===== src/rtl/field_bit_counter.sv =====
// ============================================================================
// Module : field_bit_counter
// Brief  : Bit index counter for a fixed-length CAN field; saturates at the
//          terminal count (len_i - 1) and flags it.
// Rev    : 1.0  initial release
// ============================================================================
`default_nettype none

module field_bit_counter #(
    parameter int CNT_W = 4
) (
    input  logic             clk,
    input  logic             reset,
    input  logic             load_i,
    input  logic             en_i,
    input  logic [CNT_W-1:0] len_i,
    output logic [CNT_W-1:0] cnt_o,
    output logic             last_o
);

    logic [CNT_W-1:0] cnt_q;
    logic [CNT_W-1:0] cnt_d;

    assign last_o = (cnt_q == (len_i - 1'b1));
    assign cnt_o  = cnt_q;

    always_comb begin
        cnt_d = cnt_q;
        if (load_i) begin
            cnt_d = '0;
        end else if (en_i && !last_o) begin
            cnt_d = cnt_q + 1'b1;
        end
    end

    always_ff @(posedge clk or negedge reset) begin
        if (!reset) begin
            cnt_q <= '0;
        end else begin
            cnt_q <= cnt_d;
        end
    end

endmodule

`default_nettype wire


===== config.mk =====
export PLATFORM = sky130hd
export DESIGN_NAME = field_bit_counter
export DESIGN_NICKNAME = d
export VERILOG_FILES = /design/src/rtl/field_bit_counter.sv
export SDC_FILE = /design/constraint.sdc
export NUM_CORES = 1
export LEC_CHECK = 0
export ABC_AREA = 1
export CELL_PAD_IN_SITES_DETAIL_PLACEMENT = 1
export CELL_PAD_IN_SITES_GLOBAL_PLACEMENT = 2
export CORE_MARGIN = 4
export CORE_UTILIZATION = 21
export CTS_CLUSTER_DIAMETER = 80
export DETAILED_ROUTE_END_ITERATION = 10
export HOLD_SLACK_MARGIN = 0.15
export PLACE_DENSITY_LB_ADDON = 0.1
export SLEW_MARGIN = 5
export SYNTH_ARGS = -nofsm -noshare
export SYNTH_HDL_FRONTEND = slang
export SYNTH_SLANG_ARGS = --single-unit

===== constraint.sdc =====
create_clock -name clk -period 1.9 [get_ports clk]
set_input_delay 0.475 -clock clk [delete_from_list [all_inputs] [get_ports clk]]
set_output_delay 0.475 -clock clk [all_outputs]
set_load 0.01 [all_outputs]

==> impl_results.md <==
- Total DRC errors in the routed layout: 0
- CP Capture Type: output port
- Row Count: 14
- Top library cells by usage in the layout, fill and taps aside: nand2_1 (16), buf_4 (11), nand3_1 (8)
- Flip-flop count of the largest register, all copies and words added: 4
- Final hold viol count: 0
- Placed cell area: about 550 um^2
- Maximum clock insertion buffer count: 2
- CP required: 1420 ps
- Remaining max-slew budget at the tightest pin: 0.839
- Min Clock Period, post-route: roughly 1900 ps
- Share of post-route cells with drive strength above 1: 0.308
- Die area: about 2400 um^2
- Number of port buffers: 12
- DP Wirelength: roughly 750 um
- Depth of the CTS H-tree: 1
- Slew at the pin closest to its max-slew limit: around 240 ps
- VDD IR max: 0.000289 V
- Gate count of the mapped netlist: 52
- Antenna violations before repair: 0
- Max Slew Vio Count: 0
- Most common cell after layout, fill and taps aside: nand2_1
- Sequential area share after synthesis: 0.284
- Number of nets still failing antenna checks after routing: 0
- Highest Clock Rate: 537 MHz
- Worst setup path category: primary input to output port
- Die Y-Extent: around 49 um
- Yosys synthesis warning count: 0
- Worst clock skew on the final layout: roughly 1.5 ps
- Number of buffers added to fix hold violations after cts: 0
- Number of fillers in the final layout: 205
- Total wire length: about 940 um
- Sink count of the clock tree: 4
- Area contributors post-synth: dfrtp_1 (28%), nand2_1 (17%), nand3_1 (11%), inv_1 (9.6%), xor2_1 (7.4%)
- Floorplan Core Area: ~1500 um^2
- Die Span X: approximately 50 um
- Area growth, synth to finish: 73.4%
- Launch point of the critical path: len_i[0]
- Area share of the leading cell type in the synthesized netlist: 0.284
- Wire length of the first global-routing pass: approximately 1.6 mm
- Worst hold slack: around 450 ps
- Maximum number of pins on one net before global-route repair: 9
- Outcome: finished, final reports clean
- Vias after detailed routing: 413
- GP Congestion: 0.698
- Worst setup SP type: primary input
- Inserted Diodes: 0
- Number of vias per cell after detailed routing: between 4 and 5
- Nets: 90
- Number of global-route vias before repair: around 390
- First-pass DRT Iterations: 1
- Part of the cycle the worst path needs: 0.979
- Worst-skew pair later-pin latency: about 240 ps
- Overflow left after global routing: 0
- Setup violations, final: 0
- CP Data Arrival Time: roughly 1400 ps
- Length in cells of the worst reg-to-reg path: 12
- Maximum fanout along the worst path: 2
- Setup slack of the most critical reg-to-reg path: 390 ps
- GRT Resource Usage Total: 0.0896
- Net Count, Synth: 62
- Leak: ~0.35 nW
- Top Ports: 13
- Starting density of the core: 0.229
- DRT iter0 DRCs: 0
- Netlist cell types: 13
- Reg-to-Reg End: cnt_o[3]
- TritonCTS buffer count: 3
- Clock-pin slew of the registers on the worst-case setup and hold paths: 40 ps
- Post-synthesis instance area: about 350 um^2
- TritonCTS clock tree: yes
- Origin of the critical flop-to-flop path: cnt_o[0]
- Detail-routed net length per standard cell: 9.95 um
- CTS Root Cell: clkbuf_4
- Max-cap violation count: 0
- Post-synthesis average cell area: approximately 6.8 um^2
- Pwr dens: about 490 nW/um^2
- Hold/Removal Path Class: primary input to asynchronous set/reset pin
- Cell type with the highest aggregate area in the netlist: dfrtp_1
- CP Capture Point: last_o
- Synth Register Bits: 4
- Post-route design area: roughly 610 um^2
routing by layer:
metal	up-vias	share of wire	wire [um]	track usage
li1	219	-	-	-
met1	179	0.43	400	0.0974
met2	10	0.48	450	0.135
met3	5	0.057	53	0.0398
met4	0	0.032	30	0.0673
met5	-	0	0	0
synthesized netlist by cell type:
cell type  number
xnor2_1         1
dfrtp_1         4
nand2_4         1
nand2_1        16
nand2_2         1
ha_1            2
nand3_1         8
nor2_2          1
nand4_1         4
or2_0           1
inv_2           1
inv_1           9
xor2_1          3
worst min-delay path by stage:
| stage | start | end | slack [ps] | cells after the start |
|---|---|---|---|---|
| 2_1_floorplan | reset | cnt_o[0] | 180 | 0 |
| 4_1_cts | reset | cnt_o[2] | 450 | 1 |
| 3_5_place_dp | cnt_o[1] | cnt_o[1] | 650 | 3 |
| 6_report | reset | cnt_o[2] | 450 | 1 |
| 3_3_place_gp | cnt_o[1] | cnt_o[1] | 650 | 3 |
| 5_1_grt | reset | cnt_o[3] | 460 | 1 |
layout make-up:
class / instances / area, um^2 / share of cell area
timing repair buffer: 23 / 201 / 0.329
tap: 16 / 20.0 / 0.0327
clock buffer: 3 / 22.5 / 0.0368
sequential: 4 / 100 / 0.164
inverter: 10 / 40.0 / 0.0654
multi-input combinational: 38 / 228 / 0.372
what timing repair did:
| item | in CTS | in global routing |
|---|---|---|
| pin swaps | 5 | 4 |
| gates resized for setup | 17 | 4 |
| gates cloned | 0 | 0 |
| setup endpoints to repair | 5 | 1 |
| setup buffers | 1 | 2 |
critical path: stages:
cell and delay [ps]:
buf_8 100, inv_4 50, ha_4 190, or2_0 210
nand3_1 80, nor2_2 50, nand2_2 50, inv_1 40
buf_2 130
report_power, final:
group / internal [mW] / switching, mW / leakage (nW)
sequential: 0.0899 / 0.00381 / 0.0545
clock: 0.0707 / 0.0364 / 0.0138
combinational: 0.0538 / 0.0426 / 0.279
kinds of logic after synthesis:
| logic type | after synthesis | share of synthesized area |
|---|---|---|
| buf+inv | 10 | 0.106 |
| fa+ha+maj | 2 | 0.0709 |
| xor+xnor | 4 | 0.0993 |
| simple gates | 32 | 0.440 |
| flops | 4 | 0.284 |
per-stage QoR:
| step | cells | setup WS, ps | utilization | total power [mW] | TNS [ps] |
|---|---|---|---|---|---|
| floorplan | 52 | 86.8 | - | 0.134 | 0 |
| global placement | 88 | -813 | 0.359 | 0.186 | -1830 |
| detailed placement | 88 | -833 | 0.359 | 0.185 | -1930 |
| CTS | 92 | 32.8 | 0.375 | 0.297 | 0 |
| global route | 94 | -8.95 | 0.397 | 0.322 | -8.95 |
| finish | 94 | 39.0 | 0.397 | 0.297 | 0 |
Power figures use the tool's default switching activity.
